File: config.mk
export PLATFORM = sky130hd
export DESIGN_NAME = mem_arbiter
export DESIGN_NICKNAME = d
export VERILOG_FILES = /design/src/rtl/mem_arbiter.sv
export SDC_FILE = /design/constraint.sdc
export NUM_CORES = 1
export LEC_CHECK = 0
export CORE_MARGIN = 4
export CORE_UTILIZATION = 43
export DETAILED_ROUTE_END_ITERATION = 8
export PLACE_DENSITY = 0.93
export SLEW_MARGIN = 20
export SYNTH_ARGS = -nofsm -noshare
export SYNTH_HDL_FRONTEND = slang
export SYNTH_SLANG_ARGS = --single-unit
File: constraint.sdc
create_clock -name clk -period 13.3 [get_ports clk]
set_input_delay 2.66 -clock clk [delete_from_list [all_inputs] [get_ports clk]]
set_output_delay 2.66 -clock clk [all_outputs]
set_load 0.05 [all_outputs]
File: src/rtl/mem_arbiter.sv
// Two-requester (fetch/data) arbiter onto a single-outstanding memory port.
// Optional define MEM_ARB_FAIRNESS_EN enables fetch anti-starvation after STARVE_MAX data grants.
module mem_arbiter #(
  parameter int ADDR_W     = 32,
  parameter int DATA_W     = 32,
  parameter int STARVE_MAX = 4
) (
  input  logic                clk,
  input  logic                reset,
  input  logic                if_req,
  input  logic [ADDR_W-1:0]   if_addr,
  output logic                if_gnt,
  output logic                if_rvalid,
  output logic [DATA_W-1:0]   if_rdata,
  input  logic                d_req,
  input  logic                d_we,
  input  logic [ADDR_W-1:0]   d_addr,
  input  logic [DATA_W-1:0]   d_wdata,
  input  logic [DATA_W/8-1:0] d_be,
  output logic                d_gnt,
  output logic                d_done,
  output logic [DATA_W-1:0]   d_rdata,
  output logic                mem_req,
  output logic                mem_we,
  output logic [ADDR_W-1:0]   mem_addr,
  output logic [DATA_W-1:0]   mem_wdata,
  output logic [DATA_W/8-1:0] mem_be,
  input  logic                mem_ready,
  input  logic [DATA_W-1:0]   mem_rdata
);

  typedef enum logic [1:0] {IDLE, BUSY_I, BUSY_D} state_t;

  state_t                r_state;
  state_t                w_state_nxt;
  logic                  w_gnt_i;
  logic                  w_gnt_d;
  logic                  w_fetch_first;
  logic [ADDR_W-1:0]     r_addr;
  logic                  r_we;
  logic [DATA_W-1:0]     r_wdata;
  logic [DATA_W/8-1:0]   r_be;
  logic                  r_if_rvalid;
  logic [DATA_W-1:0]     r_if_rdata;
  logic                  r_d_done;
  logic [DATA_W-1:0]     r_d_rdata;

`ifdef MEM_ARB_FAIRNESS_EN
  localparam int CNT_W = (STARVE_MAX < 1) ? 1 : $clog2(STARVE_MAX + 1);
  logic [CNT_W-1:0] r_starve;

  // Counter only advances while fetch is waiting, so it stops at STARVE_MAX.
  always_ff @(posedge clk or posedge reset) begin
    if (reset)
      r_starve <= '0;
    else if (w_gnt_i)
      r_starve <= '0;
    else if (w_gnt_d && if_req)
      r_starve <= r_starve + 1'b1;
  end

  assign w_fetch_first = if_req && (r_starve == CNT_W'(STARVE_MAX));
`else
  assign w_fetch_first = 1'b0;
`endif

  always_ff @(posedge clk or posedge reset) begin
    if (reset)
      r_state <= IDLE;
    else
      r_state <= w_state_nxt;
  end

  always_comb begin
    w_state_nxt = r_state;
    w_gnt_i     = 1'b0;
    w_gnt_d     = 1'b0;
    unique case (r_state)
      IDLE: begin
        if (!reset) begin
          if (if_req && (w_fetch_first || !d_req)) begin
            w_gnt_i     = 1'b1;
            w_state_nxt = BUSY_I;
          end else if (d_req) begin
            w_gnt_d     = 1'b1;
            w_state_nxt = BUSY_D;
          end
        end
      end
      BUSY_I, BUSY_D: begin
        if (mem_ready)
          w_state_nxt = IDLE;
      end
      default: w_state_nxt = IDLE;
    endcase
  end

  always_ff @(posedge clk or posedge reset) begin
    if (reset) begin
      r_addr  <= '0;
      r_we    <= 1'b0;
      r_wdata <= '0;
      r_be    <= '0;
    end else if (w_gnt_i) begin
      r_addr  <= {if_addr[ADDR_W-1:2], 2'b00};
      r_we    <= 1'b0;
      r_wdata <= '0;
      r_be    <= '1;
    end else if (w_gnt_d) begin
      r_addr  <= {d_addr[ADDR_W-1:2], 2'b00};
      r_we    <= d_we;
      r_wdata <= d_wdata;
      r_be    <= d_be;
    end
  end

  always_ff @(posedge clk or posedge reset) begin
    if (reset) begin
      r_if_rvalid <= 1'b0;
      r_if_rdata  <= '0;
      r_d_done    <= 1'b0;
      r_d_rdata   <= '0;
    end else begin
      r_if_rvalid <= (r_state == BUSY_I) && mem_ready;
      r_d_done    <= (r_state == BUSY_D) && mem_ready;
      if ((r_state == BUSY_I) && mem_ready)
        r_if_rdata <= mem_rdata;
      // Stores leave the load-data register untouched.
      if ((r_state == BUSY_D) && mem_ready && !r_we)
        r_d_rdata <= mem_rdata;
    end
  end

  assign if_gnt    = w_gnt_i;
  assign d_gnt     = w_gnt_d;
  assign if_rvalid = r_if_rvalid;
  assign if_rdata  = r_if_rdata;
  assign d_done    = r_d_done;
  assign d_rdata   = r_d_rdata;
  assign mem_req   = (r_state != IDLE);
  assign mem_we    = r_we;
  assign mem_addr  = r_addr;
  assign mem_wdata = r_wdata;
  assign mem_be    = r_be;

endmodule

==> run metrics, run 1 <==
Logic pwr share=55.3%; drt first pass iters=6; Final TNS setup=0 ns; Final Critical Period=7.51 ns; 1st-iter DRT viols=257; CTS max path bufs=2; Worst Tran Pin Value=0.902 ns; Net Sw Frac=46.3%; IO Port Bufs=269; Area Overhead vs Synth=63.4%; Nets=767; met2 wire length=8470 microns; first-pass GRT wire length=25500 microns; initial antenna violation count=0; fmax=0.133 GHz; synthesized area per cell=15.0 sq um; Final Hold Violating Endpoints=0; Core Rows=40; n_diodes=0; GRT overflow=0; clock share of power=18.0%; final wirelength=16600 microns; cts-stage hold buffer count=0; Gate Count Post-Synth=361; Tightest Hold Check Type=register to register; later-pin clock latency in the skew report=0.41 ns; final instance area=8850 sq um; register area share after synthesis=62.3%; core area=12200 sq um; P_leak=0.00372 uW; vias in the first global route=4702; CTS tree=done; GP Congestion=0.822; CTS resizes=0; setup bufs post-CTS=0; via count=4364; Seq pwr share=26.7%; Final setup viols=0; most common cell after layout, fill and taps aside=clkdlybuf4s50_1; initial core utilization=44.6%; Unique masters post-synth=29; fin crit share=56.5%; Synth warnings=0; CTS Buf Count=17; total die area=14500 sq um; Int Pwr=1510 uW; metal3 WL=1370 microns; CP endpoint kind=output port; hpwl dp=11900 microns; CTS root buffer=clkbuf_16; P_sw=1300 uW; Post-synth EDFFs=0; Clock transition at path regs=0.06 ns; gr usage total=22.6%; final antenna-violating net count=0; DR WL/cell=20.6 microns; Post-synth ARST share=100%; Vias/cell=5.43; Die Y=120 microns; Final Slew Violations=0; Critical Path Fanout Max=30; VDD IR max=192 uV; synthesized cell area=5420 sq um; Max-cap violations=0; Main synth FF type=dfrtp_1; RSZ-0062 raised after global routing=no; clock skew=0.0113 ns; Top Metal Used=met4; Met1 Routed Length=6280 microns; largest net degree at the start of global routing=73; relative slew slack=39.8%; PD cells=318 nW/um^2; DR DRC count=0; Die X=120 microns; layout cell share with drive strength beyond 1=12.4%; CTS HTree Levels=4; leading cell types in the layout, fill and taps excluded=269 x clkdlybuf4s50_1, 135 x dfrtp_1, 34 x mux2_2; clock sinks=135; startpoint types=primary input; status=completed; # IOs=276; Yosys reg bits=135; crit path DAT=4.85 ns; Post-DP Area=8210 sq um; Req. time, crit path=10.64 ns; Setup Crit Path Kind=primary input to output port; worst hold slack=0.490 ns
area by class of cell:
cell class / count / area [sq um]
Fill cell: 781 / 3310
Sequential cell: 135 / 3380
Multi-Input combinational cell: 189 / 1860
Clock inverter: 12 / 201
Timing Repair Buffer: 274 / 2730
Inverter: 8 / 35.0
Clock buffer: 18 / 439
Tap cell: 168 / 210
final timing paths:
path / start / endpoint / slack [ns] / cells after the start
max: if_req / if_gnt / 5.79 / 4
min: d_rdata[20] / d_rdata[20] / 0.49 / 1
max reg2reg: r_state[0] / mem_addr[12] / 11.21 / 7
min reg2reg: d_rdata[20] / d_rdata[20] / 0.49 / 1
max in group asynchronous: reset / mem_be[3] / 9.18 / 3
min in group asynchronous: reset / mem_addr[11] / 2.79 / 2
sequential cells by signal, summed over array words and instances, names as in the netlist, 2 cells and up:
| register | flops |
|---|---|
| mem_wdata | 32 |
| mem_be | 4 |
| r_state | 2 |
| if_rdata | 32 |
| mem_addr | 30 |
| d_rdata | 32 |
metal layers:
metal	vias up	GRT usage (%)
li1	1930	-
met1	2162	26.0
met2	242	39.4
met3	30	7.11
met4	0	8.92
met5	-	0
synth_stat cells (2+ instances only):
master / number / share of area [%]
mux2_1: 30 / 6.2
a22o_1: 33 / 5.3
nand2b_1: 5 / 0.58
a221o_1: 29 / 5.4
o22a_1: 4 / 0.65
buf_4: 2 / 0.28
nor2_1: 3 / 0.21
nand2_1: 2 / 0.14
clkbuf_1: 4 / 0.28
mux2_2: 34 / 7.1
ha_1: 4 / 0.92
inv_2: 2 / 0.14
buf_2: 21 / 1.9
dfrtp_1: 135 / 62
inv_1: 6 / 0.42
and2_1: 3 / 0.35
a32o_1: 30 / 5.5
buf_6: 3 / 0.62
logic make-up (layout without fill, tap and decap cells):
family                     after synthesis  count (layout)  share of synthesized area (%)
DFF                                    135             135                           62.3
AOI/OAI and AO/OA                      103             103                           17.8
muxes                                   64              64                           13.3
buffers and inverters                   38             312                           3.67
and+or+nand+nor                         16              16                           1.89
adders and majority gates                4               4                          0.924
other                                    1               2                         0.0692
critical path, cell delays in order:
cell and delay (ns):
clkdlybuf4s50_1 0.69, and3b_4 0.51, and2_1 0.18, clkdlybuf4s50_1 0.80
per-stage QoR:
step	power, uW	cells	util, %	worst slack [ns]
after global routing	2920	804	72.8	5.70
after detailed placement	2320	774	67.5	5.85
after floorplan	1750	362	-	7.03
final	2820	804	72.8	5.79
after global placement	2270	774	67.5	5.88
after CTS	2840	804	72.7	5.85
power groups by stage:
stage	sequential (uW)	combinational, uW	clock (uW)
2_1_floorplan	1450	302	0
6_report	753	1560	507
3_5_place_dp	752	1560	0
5_1_grt	777	1610	535
3_3_place_gp	737	1530	0
4_1_cts	753	1570	514
Power figures use the tool's default switching activity.
==> inputs of run 2 (changes only) <==
--- a/config.mk
+++ b/config.mk
@@ -6,9 +6,9 @@
 export NUM_CORES = 1
 export LEC_CHECK = 0
 export CORE_MARGIN = 4
-export CORE_UTILIZATION = 43
+export CORE_UTILIZATION = 36
 export DETAILED_ROUTE_END_ITERATION = 8
-export PLACE_DENSITY = 0.93
+export PLACE_DENSITY = 0.83
 export SLEW_MARGIN = 20
 export SYNTH_ARGS = -nofsm -noshare
 export SYNTH_HDL_FRONTEND = slang
==> constraint.sdc (replaced) <==
create_clock -name clk -period 6.76 [get_ports clk]
set_input_delay 1.352 -clock clk [delete_from_list [all_inputs] [get_ports clk]]
set_output_delay 1.352 -clock clk [all_outputs]
set_load 0.05 [all_outputs]
==> run metrics, run 2 (same netlist as run 1, synthesis figures left out) <==
setup bufs post-CTS=0 (unchanged); Vias/cell=5.32 (-2.0%); fin crit share=72.6%; CTS Buf Count=17 (unchanged); GRT overflow=0 (unchanged); most common cell after layout, fill and taps aside=clkdlybuf4s50_1; RSZ-0062 raised after global routing=no; Final Critical Period=4.91 ns; later-pin clock latency in the skew report=0.41 ns (about the same); core area=14600 sq um (+20%); 1st-iter DRT viols=201 (-22%); startpoint types=primary input; critical path's largest stage delay=0.80 ns (about the same); final antenna-violating net count=0 (unchanged); IO Port Bufs=269 (unchanged); Worst Tran Pin Value=0.957 ns (+0.0543 ns); Final Slew Violations=0 (unchanged); CTS resizes=0 (unchanged); Final Hold Violating Endpoints=0 (unchanged); CTS HTree Levels=4 (unchanged); status=completed; Final TNS setup=0 ns (unchanged); drt first pass iters=5 (-1); # IOs=276 (unchanged); CP max-delay cell=clkdlybuf4s50_1; Final Non-Filler Cells=822 (+2.2%); Core Rows=44 (+10%); vias in the first global route=4702 (unchanged); gr usage total=18.5% (-4.1 points); P_leak=0.00372 uW (about the same); combined area of the multi-input logic cells=1860 sq um (unchanged); worst hold slack=0.486 ns (-0.00413 ns); n_diodes=0 (unchanged); layout cell share with drive strength beyond 1=12.4% (-0.039 points); final wirelength=16000 microns (-3.2%); Clock transition at path regs=0.05 ns (about the same); placed insts=790 (+2.1%); FF/Latch Area=3380 sq um (unchanged); Max-cap violations=0 (unchanged); most frequent cell on the critical path=clkdlybuf4s50_1; Buf/Inv on CP=2 (unchanged); CTS max path bufs=2 (unchanged); largest net degree at the start of global routing=76 (+4.1%); PD cells=622 nW/um^2 (+95%); Area Overhead vs Synth=63.7%; CP endpoint kind=output port; Worst Hold Path Cells=1 (unchanged); CP delay by family, top=buffers and inverters; VDD IR max=315 uV (+64%); crit path DAT=3.56 ns (-1.29 ns); Die X=131 microns (+8.7%); relative slew slack=36.2% (-3.6 points); Req. time, crit path=5.41 ns (-5.23 ns); total die area=17100 sq um (+18%); leading cell types in the layout, fill and taps excluded=269 x clkdlybuf4s50_1, 135 x dfrtp_1, 34 x mux2_2; fmax=0.204 GHz; DR DRC count=0 (unchanged); first-pass GRT wire length=24500 microns (-4.0%); Setup Crit Path Kind=primary input to output port; initial antenna violation count=0 (unchanged); Crit. path cell count=4 (unchanged); CTS tree=done; CTS root buffer=clkbuf_16; DR WL/cell=19.5 microns (-5.4%); clock skew=0.00651 ns (-0.00480 ns); Tightest Hold Check Type=register to register; initial core utilization=37.0% (-7.6 points); clock sinks=135 (unchanged); Layout fillers=1106 (+42%); worst r2r path cells=7 (unchanged); hpwl dp=11500 microns (-3.6%); Nets=767 (unchanged); cts-stage hold buffer count=0 (unchanged); Critical Path Fanout Max=30 (unchanged); Final setup viols=0 (unchanged); worst-path cell chain=clkdlybuf4s50_1 -> and3b_4 -> and2_1 -> clkdlybuf4s50_1; GP Congestion=0.758 (-7.8%); Die Y=131 microns (+8.7%); via count=4372 (+0.18%)
-- run 2: changes by cell type in the layout (fill, tap and decap cells not counted), sizes merged --
cell	before	now
inv	9	10
bufinv	5	4
clkinv	4	2
clkbuf	18	22
-- run 2: path summary, 6_finish.rpt --
kind | startpoint | endpoint | slack (ns)
max | if_req | if_gnt | 1.85
min reg2reg | d_rdata[19] | d_rdata[19] | 0.49
max in group asynchronous | reset | d_rdata[12] | 3.93
min | d_rdata[19] | d_rdata[19] | 0.49
max reg2reg | r_state[0] | mem_addr[10] | 4.68
min in group asynchronous | reset | r_state[0] | 1.46
-- run 2: final cells by class --
class,count,share of cell area [%]
clock inverters,10,1.88
inverters,8,0.395
flip-flops and latches,135,38.1
well taps,184,2.59
clock buffers,22,5.34
repair buffers,274,30.8
multi-input cells,189,21.0
-- run 2: through the flow --
stage                     utilization, %  setup WS [ns]  instance area (sq um)  power [uW]
after global routing                60.6           1.77                   8870        5750
after global placement              56.2           1.94                   8230        4480
final                               60.6           1.85                   8870        5520
after detailed placement            56.2           1.90                   8230        4550
after floorplan                        -           1.80                   5420        3450
after CTS                           60.5           1.90                   8870        5570
-- run 2: power breakdown --
group	total, uW	leakage [uW]	internal [uW]	switching [uW]
sequential	1480	0.00163	1220	263
combinational	3050	0.00178	1100	1940
clock	992	0.000307	650	343
-- run 2: worst register-to-register path: stages (launching register included) --
cell and delay (ns):
dfrtp_1 0.40, inv_1 0.11, ha_1 0.27, and2b_4 0.22, nand2_4 0.07, inv_2 0.08, buf_4 0.54, a221o_1 0.32
-- run 2: routing by layer --
layer	up-vias	routed length, microns	GRT usage (%)
met1	2182	6390	22.2
met3	15	1420	6.87
met5	-	0	0
met4	0	218	6.35
met2	241	7990	31.0
li1	1934	-	-
==> inputs of run 3 (changes only) <==
==> constraint.sdc (replaced) <==
create_clock -name clk -period 4.4 [get_ports clk]
set_input_delay 0.88 -clock clk [delete_from_list [all_inputs] [get_ports clk]]
set_output_delay 0.88 -clock clk [all_outputs]
set_load 0.05 [all_outputs]
==> run metrics, run 3 (same netlist as run 1, synthesis figures left out) <==
status=completed; fin crit share=82.6%; worst r2r path cells=7 (unchanged); hpwl dp=11500 microns (about the same); GP Congestion=0.800 (+5.6%); drt first pass iters=5 (unchanged); VDD IR max=624 uV (+98%); vias in the first global route=4708 (+0.13%); setup bufs post-CTS=0 (unchanged); # IOs=276 (unchanged); final wirelength=16000 microns (-0.31%); final worst-path setup slack=0.767 ns (-1.08 ns); later-pin clock latency in the skew report=0.40 ns (about the same); leading cell types in the layout, fill and taps excluded=268 x clkdlybuf4s50_1, 135 x dfrtp_1, 34 x mux2_2; Final Critical Period=3.63 ns; largest net degree at the start of global routing=73 (-3.9%); initial antenna violation count=0 (unchanged); gr usage total=18.6% (+0.046 points); CTS resizes=0 (unchanged); Final Hold Violating Endpoints=0 (unchanged); final instance area=8810 sq um (-0.73%); CTS HTree Levels=4 (unchanged); Worst Hold Path Cells=1 (unchanged); fmax=0.275 GHz; most common cell after layout, fill and taps aside=clkdlybuf4s50_1; Die X=131 microns (unchanged); P_leak=0.00369 uW (-0.61%); post-placement worst setup slack=0.779 ns (-1.12 ns); Req. time, crit path=3.52 ns (-1.89 ns); Post-DP Area=8270 sq um (+0.56%); cts-stage hold buffer count=0 (unchanged); Max-cap violations=0 (unchanged); CTS Buf Count=17 (unchanged); CTS max path bufs=2 (unchanged); DR DRC count=0 (unchanged); first-pass GRT wire length=24500 microns (about the same); final antenna-violating net count=0 (unchanged); PD cells=936 nW/um^2 (+51%); relative slew slack=36.7% (+0.46 points); clock sinks=135 (unchanged); Setup Crit Path Kind=primary input to output port; via count=4294 (-1.8%); core area=14600 sq um (unchanged); startpoint types=primary input; GRT overflow=0 (unchanged); Worst Tran Pin Value=0.948 ns (-0.00895 ns); total die area=17100 sq um (unchanged); Nets=770 (+0.39%); n_diodes=0 (unchanged); Clock transition at path regs=0.05 ns (about the same); Final Slew Violations=0 (unchanged); CTS root buffer=clkbuf_16; Tightest Hold Check Type=register to register; CTS tree=done; Core Rows=44 (unchanged); IO Port Bufs=269 (unchanged); 1st-iter DRT viols=184 (-8.5%); initial core utilization=37.0% (unchanged); crit path DAT=2.75 ns (-0.81 ns); RSZ-0062 raised after global routing=no; clock skew=0.00552 ns (-0.000988 ns); Final TNS setup=0 ns (unchanged); DR WL/cell=19.4 microns (-0.43%); Critical Path Fanout Max=8 (-73%); CP endpoint kind=output port; Final setup viols=0 (unchanged); Die Y=131 microns (unchanged); Layout fillers=1106 (unchanged); Vias/cell=5.22 (-1.9%); power consumption=8250 uW (+49%); layout cell share with drive strength beyond 1=12.2% (-0.18 points); Area Overhead vs Synth=62.5%
[run 3: cell count changes in the layout (fill, tap and decap cells not counted), sizes merged, moves of 3 or more]
cell    before  now
clkbuf      22   26
bufinv       4    1
inv         10    7
buf          5    9
[run 3: power breakdown]
| part | switching [uW] | internal, uW |
|---|---|---|
| logic | 3000 | 1700 |
| registers | 392 | 1870 |
| clock network | 477 | 813 |
[run 3: final timing paths]
kind	startpoint	end	slack (ns)
setup / recovery	if_req	if_gnt	0.77
hold / removal	d_rdata[6]	d_rdata[6]	0.49
setup reg to reg	r_state[0]	mem_addr[6]	2.33
hold reg to reg	d_rdata[6]	d_rdata[6]	0.49
max in group asynchronous	reset	d_rdata[24]	2.41
min in group asynchronous	reset	r_state[1]	1.10
[run 3: per-stage QoR]
step / utilization [%] / std cells / hold slack (ns)
after global routing: 60.2 / 823 / 0.502
after floorplan: - / 362 / 0.491
after global placement: 56.5 / 793 / 0.473
final: 60.2 / 823 / 0.489
after CTS: 60.1 / 823 / 0.492
after detailed placement: 56.5 / 793 / 0.480
[run 3: critical path, stage by stage]
cell and delay, ns:
clkdlybuf4s50_1 0.66, and3b_4 0.24, and2_1 0.13, clkdlybuf4s50_1 0.83
[run 3: area by class of cell]
class / instances / area (sq um) / share of cell area, %
Multi-Input combinational cell: 189 / 1860 / 21.1
Timing Repair Buffer: 277 / 2780 / 31.5
Clock inverter: 4 / 45.0 / 0.511
Sequential cell: 135 / 3380 / 38.4
Inverter: 8 / 33.8 / 0.384
Tap cell: 184 / 230 / 2.61
Clock buffer: 26 / 489 / 5.55
[run 3: layer usage]
metal,vias to the layer above,share of wire [%],GRT usage (%)
li1,1928,-,-
met1,2124,39,21.6
met2,214,51,31.9
met3,28,7.9,6.10
met4,0,2.1,7.26
met5,-,0,0
==> edit 1 (config.mk and constraints of run 3) <==
Build with the macro `MEM_ARB_FAIRNESS_EN` defined.
--- a/src/rtl/mem_arbiter.sv
+++ b/src/rtl/mem_arbiter.sv
@@ -1,5 +1,7 @@
 // Two-requester (fetch/data) arbiter onto a single-outstanding memory port.
 // Optional define MEM_ARB_FAIRNESS_EN enables fetch anti-starvation after STARVE_MAX data grants.
+`define MEM_ARB_FAIRNESS_EN
+
 module mem_arbiter #(
   parameter int ADDR_W     = 32,
   parameter int DATA_W     = 32,
Behaviour: not the same (Yosys sat finds a counterexample within 10 cycles, from zero or initial values and one cycle with reset high).
==> edit 1 against run 3 <==
Wire length rose by 7.0%. Sequential cell count rose by 3. Worst setup slack improved by 0.16 ns. Global-route usage rose by 0.77 points. Largest power group unchanged. Total power fell by 0.84%. Sequential power fell by 2%. Design area rose by 3.6%. Critical endpoint is now d_gnt. Fmax rose by 4.7%. Largest cell class unchanged. Critical path depth rose by 1. Synthesized area rose by 3.7%. Clock skew rose by 0.00081 ns.
==> edit 1: results (changes against run 3) <==
metric	value	unit	change
status	completed		
switching share of power	46.63	%	-0.23 points
fin crit share	78.82	%	-3.7 points
worst r2r dst	r_state[1]$_DFFE_PP0P_		
Signal buf overhead	30.61	%	-0.89 points
crit path capture	d_gnt		
clock skew	0.006333	ns	+0.0008117 ns
clk cell area share	6.583	%	+0.52 points
clock network power	0.00143	W	+11%
first-pass GRT wire length	27190	um	+11%
multi-input logic area	1974	um^2	+6.3%
crit-path max FO	34		+26
top cell family by delay on the critical path	buffers and inverters		
synth top area cells	dfrtp_1, mux2_2, a22o_1		
hold path start	mem_be[3]$_DFFE_PP0P_		
GRT Overall Usage	19.35	%	+0.77 points
largest net degree at the start of global routing	74		+1.4%
commonest cells in the synthesized netlist	dfrtp_1, mux2_2, a22o_1, nand3_1, nor3_1		
fin area	9123	um^2	+3.6%
fin nets	844		+9.6%
Cell Area, Synth	5619	um^2	+3.7%
CTS Sinks	138		+2.2%
VDD IR-drop max	0.0004235	V	-32%
DP Area	8504	um^2	+2.8%
Static Leak	3.775	nW	+2.2%
metal3 WL	1284	um	+2.1%
wirelength, routed	17080	um	+7.0%
Total Power	0.008177	W	-0.84%
worst rel slew slack	25.59	%	-11 points
DR vias/cell	5.125		-1.8%
worst-case reg-to-reg path depth	5		-2
met2 wire len	8556	um	+5.7%
Compound-Gate Fraction of Synth Area	13.63	%	-4.2 points
R2R Path Start	r_starve[0]$_DFFE_PP0P_		
Synth Area in Adders	1.113	%	+0.19 points
Initial DRC Count	178		-3.3%
Multi-In Gates	258		+37%
Inverters	9		+1
Placed Cells	892		+12%
sequential-to-total area share from yosys stat	61.46	%	-0.89 points
fillers	1212		+9.6%
M3 GR Usage	5.932	%	-0.17 points
gpl congestion	0.7943		-0.75%
WP data arrival	2.59	ns	-0.16 ns
power share of the sequential group	27.0	%	-0.4 points
worst slack, placed	0.9402	ns	+0.1611 ns
global-route track usage on met2	32.53	%	+0.62 points
Post-DP HPWL	12210	um	+6.2%
Distinct cells, synth	35		+21%
GRT met1 Usage	22.78	%	+1.2 points
layout cell share with drive strength beyond 1	15.69	%	+3.5 points
clock buffer depth	2		unchanged
final std cells w/o fill	925		+12%
M1 WL	6797	um	+8.2%
vias in the first global route	5180		+10%
slowest stage delay, CP	0.63	ns	-0.20 ns
average cell area after synthesis	12.68	um^2	-15%
Critical Path Start	d_req		
R2R Setup Slk	2.25	ns	-0.08 ns
## edit 1: changes by cell type after synthesis, sizes merged, moves of 3 or more
cell,delta
o21ai,+31
a32o,-30
nand3,+30
nor3,+30
a221o,-29
a31oi,+25
clkbuf,+15
a21oi,+6
buf,-6
a32oi,+4
nand2b,-4
dfrtp,+3
## edit 1: how the worst min path moves through the flow
stage                                           to  slack, ns  depth (start not counted)
after global placement       mem_be[1]$_DFFE_PP0P_       0.47                          1
after CTS                    mem_be[3]$_DFFE_PP0P_       0.50                          1
after detailed placement  mem_wdata[1]$_DFFE_PP0P_       0.48                          1
final                        mem_be[3]$_DFFE_PP0P_       0.50                          1
after floorplan             r_state[1]$_DFFE_PP0P_       0.51                          1
after global routing      mem_wdata[1]$_DFFE_PP0P_       0.51                          1
## edit 1: logic make-up (layout without fill, tap and decap cells)
group,Yosys count,in the layout
fa+ha+maj,5,5
mux,66,66
other cells,1,2
compound gates,112,112
flops,138,138
simple gates,73,73
buf+inv,48,318
==> edit 2 (flow settings as in run 3) <==
Made on the original files. The 3 states of `state_t` get a one-hot encoding in 3 bits.
--- a/src/rtl/mem_arbiter.sv
+++ b/src/rtl/mem_arbiter.sv
@@ -29,7 +29,7 @@
   input  logic [DATA_W-1:0]   mem_rdata
 );
 
-  typedef enum logic [1:0] {IDLE, BUSY_I, BUSY_D} state_t;
+  typedef enum logic [2:0] {IDLE = 3'b001, BUSY_I = 3'b010, BUSY_D = 3'b100} state_t;
 
   state_t                r_state;
   state_t                w_state_nxt;
Check against the original RTL: no difference found for any inputs over 10 cycles, from zero or initial values and one cycle with reset high; not proved beyond that.
==> edit 2 against run 3 <==
Sequential cell count is 1 higher. Total power is 23% lower. Wire length down 4.4%. Worst setup slack improved by 0.23 ns. Final cell count up 1.9%. Synthesized area grew 5.9%. Non-clock buffer count fell by 1. Sequential power decreased by 16%. Design area is 3.2% higher. Die area is 5.5% higher. Count of clock-buffer cells in the layout shrank 5. Largest cell class unchanged. Largest power group unchanged.
==> edit 2: results (changes against run 3) <==
metric	value	unit	change
status	completed		
gpl congestion	0.7733		-3.4%
Post-DP HPWL	11310	um	-1.6%
slowest stage delay, CP	0.53	ns	-0.30 ns
fin nets	753		-2.2%
synth top area cells	dfrtp_1, mux2_4, mux2_2		
via count	3914		-8.8%
R2R Path Start	r_state[0]$_DFFE_PP1P_		
hold path start	if_rdata[13]$_DFFE_PP0P_		
WP data arrival	2.53	ns	-0.22 ns
vias in the first global route	4353		-7.5%
drt pass-1 iters	4		-1
Initial DRC Count	108		-41%
first-pass GRT wire length	23760	um	-2.9%
layout cell share with drive strength beyond 1	21.82	%	+9.6 points
Distinct cells, synth	33		+14%
commonest cells in the synthesized netlist	dfrtp_1, mux2_4, mux2_2, mux2_1, a22o_1		
routed len/inst	18.19	um	-6.2%
crit-path max FO	6		-2
clock skew	0.006688	ns	+0.001167 ns
VDD IR-drop max	0.0003272	V	-48%
worst slack, placed	0.9699	ns	+0.1908 ns
Critical Path Start	reset		
Static Leak	3.922	nW	+6.1%
GRT Overall Usage	16.87	%	-1.7 points
DP Area	8516	um^2	+2.9%
sequential-to-total area share from yosys stat	59.35	%	-3.0 points
==> edit 2: cell count changes after synthesis, sizes merged, moves of 4 or more <==
cell,delta
mux2,+60
inv,-4
nand2b,-4
buf,-5
a32o,-30
a221o,-29
ha,-4
==> edit 2: cell families after synthesis <==
logic type	count (synthesis)	synth area share (%)
flops	136	59.35
compound gates	41	6.107
xor+xnor	1	0.1527
mux	124	27.61
other cells	1	0.06537
buf+inv	28	4.755
simple gates	12	1.963
==> edit 2: metrics by stage <==
| step | std cells | util, % | total power [W] |
|---|---|---|---|
| finish | 839 | 58.93 | 0.006329 |
| global route | 839 | 58.93 | 0.006573 |
| CTS | 839 | 58.93 | 0.006395 |
| detailed placement | 807 | 55.20 | 0.004984 |
| global placement | 807 | 55.15 | 0.004921 |
| floorplan | 344 | - | 0.003873 |
==> edit 2: final timing paths <==
kind / end / slack [ns] / cells after the start
hold / removal: if_rdata[13]$_DFFE_PP0P_ / 0.48 / 1
setup reg to reg: mem_addr[5]$_DFFE_PP0P_ / 2.07 / 4
max in group asynchronous: if_rdata[9]$_DFFE_PP0P_ / 2.76 / 3
min in group asynchronous: mem_wdata[18]$_DFFE_PP0P_ / 1.10 / 3
hold reg to reg: if_rdata[13]$_DFFE_PP0P_ / 0.48 / 1
setup / recovery: d_gnt / 0.99 / 5
==> edit 2: area by class of cell <==
cell class | instances | area, um^2
timing repair buffer | 276 | 2753
inverter | 4 | 18.77
multi-input combinational | 180 | 2076
fill | 1228 | 6336
tap | 211 | 264.0
clock inverter | 11 | 125.1
clock buffer | 21 | 450.4
sequential | 136 | 3405
==> edit 2: routing by layer <==
layer | part of all wire, % | global-route usage [%] | vias to the layer above | routed length, um
met2 | 50 | 28.85 | 183 | 7590
li1 | - | - | 1789 | -
met5 | 0 | 0 | - | 0
met3 | 8.5 | 6.264 | 21 | 1299
met4 | 2.2 | 6.335 | 0 | 329
met1 | 40 | 19.30 | 1921 | 6040
==> edit 2: where the power goes <==
group	internal (W)	leakage, nW	switching (W)
logic	0.00117	1.95	0.00188
clock network	0.000851	0.277	0.000527
registers	0.00166	1.69	0.000247
total	0.00368	3.92	0.00265
